--- src/rtl/multicycle_ctrl.sv ---
// multicycle_ctrl: control-unit FSM for the multi-cycle CPU.
// Steps every instruction through IF/ID/EXE/MEM/WB and drives the datapath
// selects and enables for the PC, IR, extender, ALU, register file and data memory.
// Ports:
//   CLK, Reset                  clock (rising edge), asynchronous active-low reset
//   op, zero                    IR opcode field, ALU zero flag
//   PCWre, IRWre, InsMemRW      PC write, IR load, instruction-memory read
//   ExtSel, ALUSrcA, ALUSrcB    extender mode, ALU operand selects
//   ALUOp                       ALU function
//   RegDst, RegWre, DBDataSrc   register-file destination, write enable, write-back source
//   mRD, mWR                    data-memory read / write enables
//   PCSrc                       next-PC select
//   state, halted               current state (debug), sticky halt flag
module multicycle_ctrl #(
    parameter int unsigned OP_W    = 6,
    parameter int unsigned ALUOP_W = 3
) (
    input  logic               CLK,
    input  logic               Reset,
    input  logic [OP_W-1:0]    op,
    input  logic               zero,
    output logic               PCWre,
    output logic               IRWre,
    output logic               InsMemRW,
    output logic               ExtSel,
    output logic               ALUSrcA,
    output logic               ALUSrcB,
    output logic [ALUOP_W-1:0] ALUOp,
    output logic               RegDst,
    output logic               RegWre,
    output logic               mRD,
    output logic               mWR,
    output logic               DBDataSrc,
    output logic [1:0]         PCSrc,
    output logic [2:0]         state,
    output logic               halted
);

    localparam logic [OP_W-1:0] OpAdd  = OP_W'(6'b000000);
    localparam logic [OP_W-1:0] OpSub  = OP_W'(6'b000001);
    localparam logic [OP_W-1:0] OpAddi = OP_W'(6'b000010);
    localparam logic [OP_W-1:0] OpAnd  = OP_W'(6'b010000);
    localparam logic [OP_W-1:0] OpOri  = OP_W'(6'b010010);
    localparam logic [OP_W-1:0] OpSll  = OP_W'(6'b011000);
    localparam logic [OP_W-1:0] OpSlt  = OP_W'(6'b100111);
    localparam logic [OP_W-1:0] OpSw   = OP_W'(6'b110000);
    localparam logic [OP_W-1:0] OpLw   = OP_W'(6'b110001);
    localparam logic [OP_W-1:0] OpBeq  = OP_W'(6'b110100);
    localparam logic [OP_W-1:0] OpJ    = OP_W'(6'b111000);
    localparam logic [OP_W-1:0] OpHalt = OP_W'(6'b111111);

    typedef enum logic [2:0] {
        SIf    = 3'b000,
        SId    = 3'b001,
        SExeLs = 3'b010,
        SMem   = 3'b011,
        SWbLd  = 3'b100,
        SExeBr = 3'b101,
        SExeAl = 3'b110,
        SWbAl  = 3'b111
    } state_e;

    state_e state_q, state_d;
    logic   halted_q, halted_d;

    // Opcode decode
    logic               is_alu, is_rtype, is_sll, is_sw, is_lw, is_beq, is_j, is_halt, ext_op;
    logic [ALUOP_W-1:0] alu_op;

    always_comb begin
        is_alu   = 1'b0;
        is_rtype = 1'b0;
        is_sll   = 1'b0;
        is_sw    = 1'b0;
        is_lw    = 1'b0;
        is_beq   = 1'b0;
        is_j     = 1'b0;
        is_halt  = 1'b0;
        ext_op   = 1'b0;
        alu_op   = '0;
        case (op)
            OpAdd:  begin is_alu = 1'b1; is_rtype = 1'b1; end
            OpSub:  begin is_alu = 1'b1; is_rtype = 1'b1; alu_op = ALUOP_W'(1); end
            OpAddi: begin is_alu = 1'b1; ext_op = 1'b1; end
            OpAnd:  begin is_alu = 1'b1; is_rtype = 1'b1; alu_op = ALUOP_W'(4); end
            OpOri:  begin is_alu = 1'b1; alu_op = ALUOP_W'(3); end
            OpSll:  begin is_alu = 1'b1; is_rtype = 1'b1; is_sll = 1'b1; alu_op = ALUOP_W'(2); end
            OpSlt:  begin is_alu = 1'b1; is_rtype = 1'b1; alu_op = ALUOP_W'(5); end
            OpSw:   begin is_sw = 1'b1; ext_op = 1'b1; end
            OpLw:   begin is_lw = 1'b1; ext_op = 1'b1; end
            OpBeq:  begin is_beq = 1'b1; ext_op = 1'b1; alu_op = ALUOP_W'(1); end
            OpJ:    is_j = 1'b1;
            OpHalt: is_halt = 1'b1;
            default: ;
        endcase
    end

    // State register
    always_ff @(posedge CLK or negedge Reset) begin
        if (!Reset) begin
            state_q  <= SIf;
            halted_q <= 1'b0;
        end else begin
            state_q  <= state_d;
            halted_q <= halted_d;
        end
    end

    // Next state; once halted the FSM parks in SId and ignores op
    always_comb begin
        state_d  = state_q;
        halted_d = halted_q;
        unique case (state_q)
            SIf: state_d = SId;
            SId: begin
                if (halted_q)         state_d = SId;
                else if (is_j)        state_d = SIf;
                else if (is_beq)      state_d = SExeBr;
                else if (is_sw || is_lw) state_d = SExeLs;
                else if (is_halt)     halted_d = 1'b1;
                else if (is_alu)      state_d = SExeAl;
                else                  state_d = SIf;
            end
            SExeAl: state_d = SWbAl;
            SWbAl:  state_d = SIf;
            SExeBr: state_d = SIf;
            SExeLs: state_d = SMem;
            SMem:   state_d = is_lw ? SWbLd : SIf;
            SWbLd:  state_d = SIf;
        endcase
    end

    // Outputs
    always_comb begin
        PCWre     = 1'b0;
        IRWre     = 1'b0;
        InsMemRW  = 1'b0;
        ExtSel    = 1'b0;
        ALUSrcA   = 1'b0;
        ALUSrcB   = 1'b0;
        ALUOp     = '0;
        RegDst    = 1'b0;
        RegWre    = 1'b0;
        mRD       = 1'b0;
        mWR       = 1'b0;
        DBDataSrc = 1'b0;
        PCSrc     = 2'b00;
        if (!halted_q) begin
            ExtSel = (state_q != SIf) && ext_op;
            unique case (state_q)
                SIf: begin
                    InsMemRW = 1'b1;
                    IRWre    = 1'b1;
                end
                SId: begin
                    if (is_j) begin
                        PCWre = 1'b1;
                        PCSrc = 2'b10;
                    end else if (!(is_alu || is_sw || is_lw || is_beq || is_halt)) begin
                        // Undefined opcode retires here as a NOP
                        PCWre = 1'b1;
                    end
                end
                SExeAl: begin
                    ALUSrcA = is_sll;
                    ALUSrcB = !is_rtype;
                    ALUOp   = alu_op;
                end
                SExeLs: begin
                    ALUSrcB = 1'b1;
                    ALUOp   = alu_op;
                end
                SExeBr: begin
                    ALUOp = alu_op;
                    PCWre = 1'b1;
                    PCSrc = zero ? 2'b01 : 2'b00;
                end
                SMem: begin
                    mRD   = is_lw;
                    mWR   = is_sw;
                    PCWre = is_sw;
                end
                SWbAl: begin
                    RegWre = 1'b1;
                    RegDst = is_rtype;
                    PCWre  = 1'b1;
                end
                SWbLd: begin
                    RegWre    = 1'b1;
                    DBDataSrc = 1'b1;
                    PCWre     = 1'b1;
                end
            endcase
        end
    end

    assign state  = state_q;
    assign halted = halted_q;

endmodule

--- config.mk ---
export PLATFORM = sky130hd
export DESIGN_NAME = multicycle_ctrl
export DESIGN_NICKNAME = d
export VERILOG_FILES = /design/src/rtl/multicycle_ctrl.sv
export SDC_FILE = /design/constraint.sdc
export NUM_CORES = 1
export LEC_CHECK = 0
export CAP_MARGIN = 10
export CORE_MARGIN = 5
export CORE_UTILIZATION = 45
export DETAILED_ROUTE_END_ITERATION = 10
export PLACE_DENSITY = 0.83
export SYNTH_ARGS = -nofsm -noshare
export SYNTH_HDL_FRONTEND = slang
export SYNTH_SLANG_ARGS = --single-unit
export TNS_END_PERCENT = 1
--- constraint.sdc ---
create_clock -name CLK -period 6.8 [get_ports CLK]
set_clock_uncertainty 0.05 [all_clocks]
set_input_delay 2.04 -clock CLK [delete_from_list [all_inputs] [get_ports CLK]]
set_output_delay 2.04 -clock CLK [all_outputs]
set_load 0.01 [all_outputs]
==> out/metrics.csv <==
stage,metric,value,unit
timing,max-slew violation count,0,
synth,main combinational cell family by area after synthesis,simple AND/OR/NAND/NOR gates,
synth,"flops & latches, synth",4,
placed_design,Placed Cells,128,
hold_path,hold path startpoint,state[2],
hold_path,Worst Hold Depth,1,
synth,Synth Area in Compound Gates,19.9,%
setup_path,highest-delay cell along the critical path,clkdlybuf4s50_1,
synth,Post-Syn Area,711,µm²
timing,period utilisation layout,92.3,%
floorplanning,Die W,49.7,µm
placed_design,Final GP Congestion,0.886,
synth,Post-synth ARST share,100,%
setup_path,cells on worst reg2reg path,4,
synth,Post-Synth Simple-Gate Area,45.6,%
floorplanning,io pins,29,
setup_path,r2r endpoint,state[2],
clock_network,cts hold-fix bufs,0,
floorplanning,initial core utilization,47.2,%
clock_network,clock tree from TritonCTS,yes,
grt,first-pass GRT wire length,3110,µm
synth,Post-synth EDFFs,0,
job,max cap viols,0,
routing,Vias/cell,6.18,
synth,mux share of post-synthesis cell area,1.41,%
setup_path,"Critical Path, Cell by Cell",clkdlybuf4s50_1 -> or4b_1 -> a21oi_1 -> a31oi_1 -> nor4_2 -> clkdlybuf4s50_1,
clock_network,Setup Buffers After CTS,0,
setup_path,R2R setup slack,5310,ps
synth,Post-synth top cells,"nand2_1 (8), nor3_1 (7), a21oi_1 (5), nand3_1 (5)",
timing,Relative slew margins,66.5,%
run_status,outcome,completed,
timing,Final TNS setup,0,ps
synth,Syn Area/Cell,7.72,µm²
synth,Mapped Cells,92,
setup_path,crit path buf inv count,2,
final_layout,antenna cells,0,
synth,cell taking the most area after synthesis,dfrtp_1,
setup_path,CP Max Fanout,13,
setup_path,crit end category,output pin,
routing,first-pass iteration count of the detailed router,4,
routing,drt drc,0,
grt,total grt overflow,0,
power,Pwr per Cell Area,80.0,nW/µm²
synth,xor/xnor share of the synthesized area,1.23,%
synth,Syn Nets,101,
synth,"Primary FF master, synth",dfrtp_1,
timing,Fin. Hold Viols,0,
hold_path,HP Class,flop to flop,
setup_path,Slowest Stage Delay on Critical Path,610,ps
synth,ranking of synthesized cells by area,"dfrtp_1 (14%), clkbuf_8 (7.7%), nor3_1 (4.9%)",
hold_path,Hold EP,halted,
placed_design,port bufs,28,
clock_network,"Gates resized, CTS repair",0,
setup_path,kind of critical path,input port to output pin,
timing,worst slew pin tran,501,ps
clock_network,Num CTS Buffers,3,
grt,antenna violations before repair,0,
setup_path,Crit path arrival time,4180,ps
timing,minimum clock period,6270,ps
synth,most frequent cell after synthesis,nand2_1,
power,P_leak,0.335,nW
floorplanning,Core Area,1510,µm²
clock_network,Bufs on Longest Clock Path,2,
final_layout,number of non-filler instances in the completed layout,131,
clock_network,# clock sinks,4,
floorplanning,# rows,14,
synth,post-synth top area share,14.1,%
synth,sequential share of the synthesized area,14.1,%
routing,1st-iter DRT viols,31,
placed_design,post-DP HPWL,1410,µm
timing,Max Freq,159,MHz
grt,GRT Util Overall,15.8,%
clock_network,clk_lat worst skew,240,ps
routing,Routed Antenna Nets,0,
setup_path,worst r2r src,state[1],
routing,DRT Wirelength,1930,µm
routing,via count,810,
routing,Avg WL per Cell,14.8,µm
floorplanning,Die H,49.7,µm
grt,vias in the first global route,676,
synth,Synth Area in Adders,0,%
final_layout,share of layout cells above drive strength 1,8.70,%
synth,synth warn,0,
final_layout,Area growth syn-to-layout,31.9,%
clock_network,number of H-tree branching levels,1,
setup_path,Startpoint Class,input port,
clock_network,Root Buffer,clkbuf_4,
timing,final setup violation count,0,
grt,pin count of the biggest net entering global routing,16,
floorplanning,die area,2470,µm²
setup_path,most frequent cell on the critical path,clkdlybuf4s50_1,
synth,Cell variety after synth,40,
setup_path,CP required,4710,ps
timing,RSZ-0062 raised after global routing,no,
power,maximum vdd drop,0.0783,mV
final_layout,Final nets,126,
setup_path,cell family with most CP delay,buffers and inverters,
clock_network,Worst-path clk slew,40,ps
-- metal layers --
metal | wire [µm] | vias up | GRT usage [%]
met3 | 190 | 6 | 3.61
met5 | 0 | - | 0
met2 | 872 | 50 | 23.9
li1 | - | 400 | -
met1 | 837 | 354 | 20.9
met4 | 31 | 0 | 6.99
-- per-stage QoR --
| step | hold slack (ps) | utilization (%) | setup slack [ps] | power [W] | area, µm² |
|---|---|---|---|---|---|
| 6_report | 646 | 62.2 | 526 | 0.0000749 | 937 |
| 5_1_grt | 680 | 62.2 | 406 | 0.0000806 | 937 |
| 4_1_cts | 643 | 62.2 | 522 | 0.0000757 | 937 |
| 3_5_place_dp | 637 | 60.7 | 520 | 0.0000444 | 915 |
| 3_3_place_gp | 626 | 60.7 | 560 | 0.0000440 | 915 |
| 2_1_floorplan | 578 | - | 1660 | 0.0000382 | 711 |
-- area by class of cell --
type | instances | area [µm²]
Inverter | 2 | 7.51
Fill cell | 127 | 569
Tap cell | 16 | 20.0
Timing Repair Buffer | 31 | 303
Clock buffer | 3 | 22.5
Sequential cell | 4 | 100
Multi-Input combinational cell | 75 | 484
-- how the worst max path moves through the flow --
| stage | startpoint | to | slack, ps | cells past startpoint |
|---|---|---|---|---|
| 2_1_floorplan | op[5] | ExtSel | 1660 | 4 |
| 3_3_place_gp | op[0] | ExtSel | 560 | 6 |
| 3_5_place_dp | op[0] | ExtSel | 520 | 6 |
| 4_1_cts | op[0] | ExtSel | 520 | 6 |
| 5_1_grt | op[0] | ExtSel | 410 | 6 |
| 6_report | op[0] | ExtSel | 530 | 6 |
-- state kept, by name, indices dropped and copies added (netlist names) --
| signal | cells |
|---|---|
| state | 3 |
| halted | 1 |
-- cells by family after synthesis --
logic type,count (synthesis)
compound gates,21
xor+xnor,1
buf+inv,13
flops,4
mux,1
simple gates,52
-- cells in the final DEF (no fill, tap or decap), drive strengths merged, types with 2 or more instances in the layout --
| cell | count |
|---|---|
| a31oi | 2 |
| nor2b | 3 |
| nor4 | 4 |
| nor3 | 7 |
| nor3b | 2 |
| or3 | 2 |
| and3 | 3 |
| clkdlybuf4s50 | 28 |
| clkbuf | 3 |
| dfrtp | 4 |
| and4b | 2 |
| nand3 | 5 |
| buf | 3 |
| nor2 | 4 |
| inv | 2 |
| nand2b | 3 |
| o211ai | 3 |
| nand2 | 8 |
| nand3b | 2 |
| a21oi | 5 |
| o21ai | 5 |
-- power by group --
part,switching [W],internal (W)
clock network,0.0000108,0.0000198
logic,0.0000108,0.00000963
registers,0,0.0000239
No activity file was read; power rests on OpenSTA's default activity.
